===== config.mk =====
export PLATFORM = sky130hd
export DESIGN_NAME = video_output_stage_flat
export DESIGN_NICKNAME = d
export VERILOG_FILES = /design/src/rtl/video_output_stage_if.sv /design/src/rtl/video_output_stage.sv /design/src/flat_wrapper.sv
export SDC_FILE = /design/constraint.sdc
export NUM_CORES = 1
export LEC_CHECK = 0
export BUFFER_PORTS_ARGS = -buffer_cell sky130_fd_sc_hd__buf_2
export CORE_ASPECT_RATIO = 0.6
export CORE_MARGIN = 2
export CORE_UTILIZATION = 31
export CTS_CLUSTER_SIZE = 14
export DETAILED_ROUTE_END_ITERATION = 10
export GPL_ROUTABILITY_DRIVEN = 0
export PLACE_DENSITY = 0.57
export SLEW_MARGIN = 5
export SYNTH_ARGS = -nofsm -noshare
export SYNTH_HDL_FRONTEND = slang
export SYNTH_SLANG_ARGS = --single-unit

===== constraint.sdc =====
create_clock -name clk -period 2.1 [get_ports clk]
set_input_delay 0 -clock clk [delete_from_list [all_inputs] [get_ports clk]]
set_output_delay 0 -clock clk [all_outputs]
set_load 0.02 [all_outputs]

===== src/rtl/video_output_stage_if.sv =====
// Pixel bundle for video_output_stage: raw timing and mixer RGB in, registered video out to the PHY.
// master = upstream driver/PHY side, slave = the output stage itself.
interface video_output_stage_if #(
  parameter int OUT_BITS = 8
);
  logic [3:0]          pc_ena_in;
  logic                hs_in;
  logic                vs_in;
  logic                hde_in;
  logic                vde_in;
  logic [7:0]          pixel_in_r;
  logic [7:0]          pixel_in_g;
  logic [7:0]          pixel_in_b;
  logic [OUT_BITS-1:0] vid_r;
  logic [OUT_BITS-1:0] vid_g;
  logic [OUT_BITS-1:0] vid_b;
  logic                vid_hs;
  logic                vid_vs;
  logic                vid_de;
  logic                frame_tick;

  modport master (
    output pc_ena_in, hs_in, vs_in, hde_in, vde_in, pixel_in_r, pixel_in_g, pixel_in_b,
    input  vid_r, vid_g, vid_b, vid_hs, vid_vs, vid_de, frame_tick
  );

  modport slave (
    input  pc_ena_in, hs_in, vs_in, hde_in, vde_in, pixel_in_r, pixel_in_g, pixel_in_b,
    output vid_r, vid_g, vid_b, vid_hs, vid_vs, vid_de, frame_tick
  );
endinterface


===== src/rtl/video_output_stage.sv =====
// Final video pipeline stage: re-aligns raw timing to mixer RGB, blanks, reduces width, registers outputs.
// Define VIDEO_OUT_DITHER_EN for 4x4 ordered dither on width reduction (default build truncates).
module video_output_stage #(
  parameter int SYNC_DELAY = 2,
  parameter int OUT_BITS   = 8
) (
  input  logic                clk,
  input  logic                reset_n,
  video_output_stage_if.slave vif
);

  localparam int DROP = 8 - OUT_BITS;

  typedef struct packed {
    logic hs;
    logic vs;
    logic hde;
    logic vde;
  } timing_t;

  logic    tick;
  timing_t dly [SYNC_DELAY];
  timing_t d;
  logic    d_de;

  assign tick = (vif.pc_ena_in == 4'h0);
  assign d    = dly[SYNC_DELAY-1];
  assign d_de = d.hde & d.vde;

  // NOTE: the delay line is a few flops rather than a RAM, so it is cleared on reset; that is what
  // keeps the outputs black after a mid-frame reset until real timing has propagated through.
  always_ff @(posedge clk or negedge reset_n) begin
    if (!reset_n) begin
      for (int i = 0; i < SYNC_DELAY; i++) dly[i] <= '0;
    end else if (tick) begin
      dly[0] <= timing_t'({vif.hs_in, vif.vs_in, vif.hde_in, vif.vde_in});
      for (int i = 1; i < SYNC_DELAY; i++) dly[i] <= dly[i-1];
    end
  end

`ifdef VIDEO_OUT_DITHER_EN
  localparam logic [3:0] BAYER [16] = '{4'd0,  4'd8,  4'd2,  4'd10,
                                        4'd12, 4'd4,  4'd14, 4'd6,
                                        4'd3,  4'd11, 4'd1,  4'd9,
                                        4'd15, 4'd7,  4'd13, 4'd5};

  logic [1:0] x;
  logic [1:0] y;
  logic       d_hde_q;
  logic [7:0] thr;

  always_ff @(posedge clk or negedge reset_n) begin
    if (!reset_n) begin
      x       <= '0;
      y       <= '0;
      d_hde_q <= 1'b0;
    end else if (tick) begin
      d_hde_q <= d.hde;
      x       <= d_de ? x + 2'd1 : 2'd0;
      // Vertical blanking clears y even on the tick that also ends a line.
      if (!d.vde)                 y <= '0;
      else if (d_hde_q && !d.hde) y <= y + 2'd1;
    end
  end

  if (DROP <= 4) begin : g_thr_down
    assign thr = 8'(BAYER[{y, x}] >> (4 - DROP));
  end else begin : g_thr_up
    assign thr = 8'(BAYER[{y, x}]) << (DROP - 4);
  end

  // NOTE: blocking assignments are correct here because s is a function-local temporary;
  // every register in this module is updated with <= only.
  function automatic logic [OUT_BITS-1:0] reduce(input logic [7:0] c);
    logic [8:0] s;
    s = {1'b0, c} + {1'b0, thr};
    if (s[8]) s = 9'h0FF;
    return s[7:DROP];
  endfunction
`else
  function automatic logic [OUT_BITS-1:0] reduce(input logic [7:0] c);
    return c[7:DROP];
  endfunction
`endif

  // vid_vs holds the previous d.vs, so its rising edge and frame_tick land together.
  always_ff @(posedge clk or negedge reset_n) begin
    if (!reset_n) begin
      vif.vid_hs     <= 1'b0;
      vif.vid_vs     <= 1'b0;
      vif.vid_de     <= 1'b0;
      vif.frame_tick <= 1'b0;
      vif.vid_r      <= '0;
      vif.vid_g      <= '0;
      vif.vid_b      <= '0;
    end else if (tick) begin
      vif.vid_hs     <= d.hs;
      vif.vid_vs     <= d.vs;
      vif.vid_de     <= d_de;
      vif.frame_tick <= d.vs & ~vif.vid_vs;
      vif.vid_r      <= d_de ? reduce(vif.pixel_in_r) : '0;
      vif.vid_g      <= d_de ? reduce(vif.pixel_in_g) : '0;
      vif.vid_b      <= d_de ? reduce(vif.pixel_in_b) : '0;
    end else begin
      vif.frame_tick <= 1'b0;
    end
  end

endmodule

===== src/flat_wrapper.sv =====
// flat-port wrapper written by rule: the top's interface ports become plain ports
module video_output_stage_flat 
#(
  parameter int SYNC_DELAY = 2,
  parameter int OUT_BITS   = 8
)
  (clk, reset_n, vif_pc_ena_in, vif_hs_in, vif_vs_in, vif_hde_in, vif_vde_in, vif_pixel_in_r, vif_pixel_in_g, vif_pixel_in_b, vif_vid_r, vif_vid_g, vif_vid_b, vif_vid_hs, vif_vid_vs, vif_vid_de, vif_frame_tick);
  video_output_stage_if #(.OUT_BITS(OUT_BITS)) vif_i ();
  input  logic clk;
  input  logic reset_n;
  input wire logic [$bits(vif_i.pc_ena_in)-1:0] vif_pc_ena_in;
  input wire logic [$bits(vif_i.hs_in)-1:0] vif_hs_in;
  input wire logic [$bits(vif_i.vs_in)-1:0] vif_vs_in;
  input wire logic [$bits(vif_i.hde_in)-1:0] vif_hde_in;
  input wire logic [$bits(vif_i.vde_in)-1:0] vif_vde_in;
  input wire logic [$bits(vif_i.pixel_in_r)-1:0] vif_pixel_in_r;
  input wire logic [$bits(vif_i.pixel_in_g)-1:0] vif_pixel_in_g;
  input wire logic [$bits(vif_i.pixel_in_b)-1:0] vif_pixel_in_b;
  output wire logic [$bits(vif_i.vid_r)-1:0] vif_vid_r;
  output wire logic [$bits(vif_i.vid_g)-1:0] vif_vid_g;
  output wire logic [$bits(vif_i.vid_b)-1:0] vif_vid_b;
  output wire logic [$bits(vif_i.vid_hs)-1:0] vif_vid_hs;
  output wire logic [$bits(vif_i.vid_vs)-1:0] vif_vid_vs;
  output wire logic [$bits(vif_i.vid_de)-1:0] vif_vid_de;
  output wire logic [$bits(vif_i.frame_tick)-1:0] vif_frame_tick;
  assign vif_i.pc_ena_in = vif_pc_ena_in;
  assign vif_i.hs_in = vif_hs_in;
  assign vif_i.vs_in = vif_vs_in;
  assign vif_i.hde_in = vif_hde_in;
  assign vif_i.vde_in = vif_vde_in;
  assign vif_i.pixel_in_r = vif_pixel_in_r;
  assign vif_i.pixel_in_g = vif_pixel_in_g;
  assign vif_i.pixel_in_b = vif_pixel_in_b;
  assign vif_vid_r = vif_i.vid_r;
  assign vif_vid_g = vif_i.vid_g;
  assign vif_vid_b = vif_i.vid_b;
  assign vif_vid_hs = vif_i.vid_hs;
  assign vif_vid_vs = vif_i.vid_vs;
  assign vif_vid_de = vif_i.vid_de;
  assign vif_frame_tick = vif_i.frame_tick;
  video_output_stage #(.SYNC_DELAY(SYNC_DELAY), .OUT_BITS(OUT_BITS)) u_core (.clk(clk), .reset_n(reset_n), .vif(vif_i));
endmodule

==> metrics.txt, run 1 <==
GR peak layer=met2; Netlist cell types=11; Most used DFF post-synth=dfrtp_1; hpwl dp=2099 µm; detailed-route vias per instance=about 4.4; worst min path class=input pin to flip-flop; vias in the first global route=1,028; min Tclk post-route=1.301 ns; synth warn=0; Pre-Repair DR Iteration Count=4; CTS tree=built; CTS H-Tree Depth=2; GRT met3 Usage=0.04609; Worst Path Max Fanout=26; relative slew slack=0.4797; core area=4659 µm²; antenna violations before repair=0; met1 Usage GRT=0.1491; final hold vios=0; max-cap viol count=0; hold slack final=around 0.094 ns; Ant. Diodes=0; Die Height=58.42 µm; Overflow after GRT=0; initial DRC count=39; Power Density=930.7 nW/µm²; slack of the critical path=approximately 0.8 ns; global-route wire length before repair=4919 µm; final WL=3002 µm; RSZ-0062 raised after global routing=no; Worst Clk Skew=~0.0037 ns; Longest Clk Path Bufs=2; cell taking the most area after synthesis=dfrtp_1; row count=19; placed cells=224; overall via count from detail_route=between 1k and 1.5k; Power Total=1874 µW; CTS buffer count=5; share of post-route cells with drive strength above 1=0.5805; Final Setup Violations=0; outcome=finished clean; die width=94.70 µm; Tcrit/Tclk final=0.6196; Worst setup SP type=flip-flop; CP top delay family=flip-flops; Mapped Area=1530 µm²; Critical Path Sink Type=flip-flop; Max Clk Rate=768.5 MHz; WL/cell=12.67 µm; crit-path cells=and3_1 -> mux2_2; clock sink total=36; io pins=62; Synth area leaders=dfrtp_1 (59%), mux2_2 (24%), and3_1 (9.8%), buf_6 (2.2%), mux2_1 (1.5%); fill cell count=between 400 and 500; GR Util met2=0.1884; TNS Setup=0 ns; Reg clk slew, reported paths=around 0.07 ns; Synth top area share=0.5887; Worst Setup Path Type=flip-flop to flip-flop; CP peak stage delay=0.63 ns; clk root buf=clkbuf_8; Avg Cell Area, Syn=14.44 µm²; Async SR Flop Fraction=1.000; critical path arrival=1.46 ns; Synth-to-Final Area Change=31.56%; top-count cell post-synth=dfrtp_1; Seq/Total Area, Yosys=0.5887; final slew viol count=0; port bufs=a little over 60; Worst Path Buf+Inv=0; IR Drop Worst-Case VDD=0.4619 mV; Clock Latency Late Sink=~0.28 ns; layout net count=207; syn nets=140; die area=~5500 µm²; GRT Resource Usage Total=0.1178; Req. time, crit path=between 2 and 2.5 ns; cell leakage power=approximately 0.0011 µW; EDFF count, synth=0; pre-CTS setup slack=approximately 0.74 ns; CP max stage cell=dfrtp_1; worst-margin pin slew=0.7805 ns; final std cells w/o fill=~240; largest net degree at the start of global routing=37; Initial Util=0.3284; DRC=0; Seq cells post-synth=36; commonest cells in the netlist=dfrtp_1 (36), mux2_2 (32), and3_1 (24), clkbuf_1 (4), buf_6 (3); antenna viol nets, final=0; Post-Synthesis Cells=approximately 110
## state kept, by name, indices dropped and copies added (netlist names)
register / cells
u_core.vif.vid_g: 8
u_core.vif.vid_de: 1
u_core.vif.vid_b: 8
u_core.vif.frame_tick: 1
u_core.d: 4
u_core.vif.vid_hs: 1
u_core.dly: 4
u_core.vif.vid_vs: 1
u_core.vif.vid_r: 8
## worst reg2reg max path, stage by stage, from the launching register on
cell and delay [ns]:
dfrtp_1 0.63, and3_1 0.31, mux2_2 0.26
## what timing repair did
item                                   in CTS  in global routing
buffers inserted                            0                  0
endpoints found under the hold margin      40                  0
gates resized for setup                     0                  0
hold buffers                                5                  0
## area by class of cell
type	instances	area [µm²]	share of cell area
sequential	36	900.9	0.4475
multi-input combinational	62	576.8	0.2865
tap	63	78.83	0.03915
clock buffer	8	90.09	0.04475
inverter	1	3.754	0.001865
timing repair buffer	67	362.8	0.1802
## cells by family (layout without fill, tap and decap cells)
| family | after synthesis | count (layout) | share of synthesized area |
|---|---|---|---|
| mux | 35 | 35 | 0.2567 |
| flops | 36 | 36 | 0.5887 |
| simple gates | 27 | 27 | 0.1202 |
| buf+inv | 8 | 76 | 0.03433 |
## cell usage in the layout (no fill, tap or decap)
| cell | instances |
|---|---|
| and3_1 | 24 |
| and3b_1 | 1 |
| buf_2 | 61 |
| buf_4 | 1 |
| clkbuf_1 | 2 |
| clkbuf_8 | 6 |
| dfrtp_1 | 36 |
| dlygate4sd3_1 | 5 |
| inv_1 | 1 |
| mux2_1 | 2 |
| mux2_2 | 32 |
| mux2i_1 | 1 |
| nand2_1 | 1 |
| nor4_4 | 1 |
## metal layers
layer | up-vias | wire length (µm)
met5 | - | 0
met4 | 0 | 14
met3 | 3 | 227
met2 | 33 | 1437
met1 | 501 | 1322
li1 | 511 | -
## report_power, final
group          leakage (µW)  switching, µW  internal, µW  total (µW)
Combinational      0.000624            213           216         429
Clock             0.0000455            216           267         484
Sequential         0.000480            140           821         961
Total               0.00115            570          1300        1870
## final timing paths
path                                            from                               to  slack (ns)  cells past startpoint
setup / recovery             u_core.d[1]$_DFFE_PN0N_  u_core.vif.vid_g[3]$_DFFE_PN0N_        0.80                      2
hold / removal                     vif_pixel_in_r[1]  u_core.vif.vid_r[1]$_DFFE_PN0N_        0.09                      3
setup reg to reg             u_core.d[1]$_DFFE_PN0N_  u_core.vif.vid_g[3]$_DFFE_PN0N_        0.80                      2
hold reg to reg            u_core.dly[5]$_DFFE_PN0N_        u_core.dly[5]$_DFFE_PN0N_        0.49                      1
max in group asynchronous                    reset_n  u_core.vif.vid_b[2]$_DFFE_PN0N_        1.26                      2
min in group asynchronous                    reset_n  u_core.vif.vid_b[6]$_DFFE_PN0N_        0.35                      2
## metrics by stage
stage / utilization / instance area (µm²)
2_1_floorplan: - / 1530
3_3_place_gp: 0.4020 / 1873
3_5_place_dp: 0.4020 / 1873
4_1_cts: 0.4321 / 2013
5_1_grt: 0.4321 / 2013
6_report: 0.4321 / 2013
No activity file was read; power rests on OpenSTA's default activity.
==> inputs of run 2 (changes only) <==
Clock period 2.1 ns to 1.2 ns, I/O delays scaled along.
==> metrics.txt, run 2 (synthesis gave the netlist of run 1 again) <==
port bufs=between 60 and 70; Worst setup SP type=flip-flop; max-cap viol count=0; CTS H-Tree Depth=2; core area=4659 µm²; sequential power share=0.459; global-route wire length before repair=5126 µm; Final Setup Violations=0; antenna violations before repair=0; hold-fix buffers at CTS=5; Clock Latency Late Sink=0.28 ns; Worst Path Max Fanout=16; reg2reg setup slack=0.09 ns; r2r worst-path depth=3; worst-margin pin slew=0.4418 ns; Longest Clk Path Bufs=2; Overflow after GRT=0; Worst Clk Skew=0.0009908 ns; combinational share of power=0.283; Critical Path Sink Type=flip-flop; Pre-Repair DR Iteration Count=4; share of post-route cells with drive strength above 1=0.6034; layout net count=212; reg2reg start=u_core.d[1]$_DFFE_PN0N_; vias in the first global route=1,138; relative slew slack=0.7055; detailed-route vias per instance=4.537; IR Drop Worst-Case VDD=0.6469 mV; final slew viol count=0; TNS Setup=0 ns; Tcrit/Tclk final=0.9220; RR Endpoint=u_core.vif.vid_b[3]$_DFFE_PN0N_; critical path endpoint=u_core.vif.vid_b[3]$_DFFE_PN0N_; Post-CTS Setup Bufs=0; slack of the critical path=0.09361 ns; internal power=2340 µW; Power Total=approximately 3400 µW; io pins=62; Power Density=1637 nW/µm²; Worst Setup Path Type=flip-flop to flip-flop; clock sink total=36; clock group share of total power=0.258; Initial Util=0.3284; crit path launch=u_core.d[1]$_DFFE_PN0N_; most common cell after layout, fill and taps aside=buf_2; outcome=finished clean; RSZ-0062 raised after global routing=no; Ant. Diodes=0; CTS buffer count=5; worst min path class=input pin to flip-flop; cell leakage power=0.001183 µW; switching share of total power=0.3082; Switch Pwr=roughly 1000 µW; Max Clk Rate=903.8 MHz; die area=between 5000 and 6000 µm²; final WL=3059 µm; row count=19; critical path arrival=1.28 ns; fill cell count=450; GRT Resource Usage Total=0.1222; largest net degree at the start of global routing=37; die width=94.70 µm; overall via count from detail_route=around 1.1k; final hold vios=0; hpwl dp=2212 µm; Die Height=58.42 µm; Req. time, crit path=1.37 ns; WL/cell=~13 µm; initial DRC count=29; min Tclk post-route=between 1 and 1.5 ns; hold slack final=approximately 0.09 ns; post-CTS resize count=0; antenna viol nets, final=0; Synth-to-Final Area Change=35.00%; Reg clk slew, reported paths=0.07 ns; largest registers=u_core.vif.vid_b x8, u_core.vif.vid_g x8, u_core.vif.vid_r x8; CTS tree=built; clk root buf=clkbuf_8; commonest non-fill, non-tap cells in the layout=buf_2 (61), dfrtp_1 (36), mux2_2 (32); pre-CTS setup slack=~0.0015 ns; DRC=0
-- run 2: metal layers --
layer	track usage	up-vias	wire (µm)
li1	-	522	-
met1	0.1463	537	1334
met2	0.2087	34	1461
met3	0.04097	5	225
met4	0.04348	0	37
met5	0	-	0
-- run 2: worst min path at each step --
stage	startpoint	end	cells after the start
floorplan	reset_n	u_core.d[0]$_DFFE_PN0N_	0
CTS	vif_pixel_in_r[2]	u_core.vif.vid_r[2]$_DFFE_PN0N_	3
global placement	reset_n	u_core.dly[7]$_DFFE_PN0N_	2
detailed placement	reset_n	u_core.dly[7]$_DFFE_PN0N_	2
finish	vif_pixel_in_r[5]	u_core.vif.vid_r[5]$_DFFE_PN0N_	3
global route	vif_pixel_in_r[2]	u_core.vif.vid_r[2]$_DFFE_PN0N_	3
-- run 2: area by class of cell --
type,instances,area (µm²),area share
flip-flops and latches,36,900.9,0.4361
multi-input cells,62,576.8,0.2792
repair buffers,72,412.9,0.1999
clock buffers,6,82.58,0.03998
well taps,63,78.83,0.03816
clock inverters,2,10.01,0.004846
inverters,1,3.754,0.001817
-- run 2: power by group through the flow --
| stage | combinational [µW] | sequential (µW) | clock [µW] |
|---|---|---|---|
| floorplan | 377 | 1760 | 0 |
| global placement | 942 | 1560 | 0 |
| detailed placement | 963 | 1570 | 0 |
| CTS | 976 | 1560 | 914 |
| global route | 1050 | 1580 | 976 |
| finish | 957 | 1550 | 872 |
-- run 2: per-stage QoR --
stage | instance area [µm²] | instances | util
2_1_floorplan | 1530 | 106 | -
6_report | 2066 | 242 | 0.4433
4_1_cts | 2066 | 242 | 0.4433
3_5_place_dp | 1923 | 229 | 0.4127
5_1_grt | 2066 | 242 | 0.4433
3_3_place_gp | 1923 | 229 | 0.4127
-- run 2: critical path, cell delays in order (launching register included) --
cell and delay [ns]:
dfrtp_1 0.38, buf_4 0.18, and3_1 0.17, mux2_2 0.26
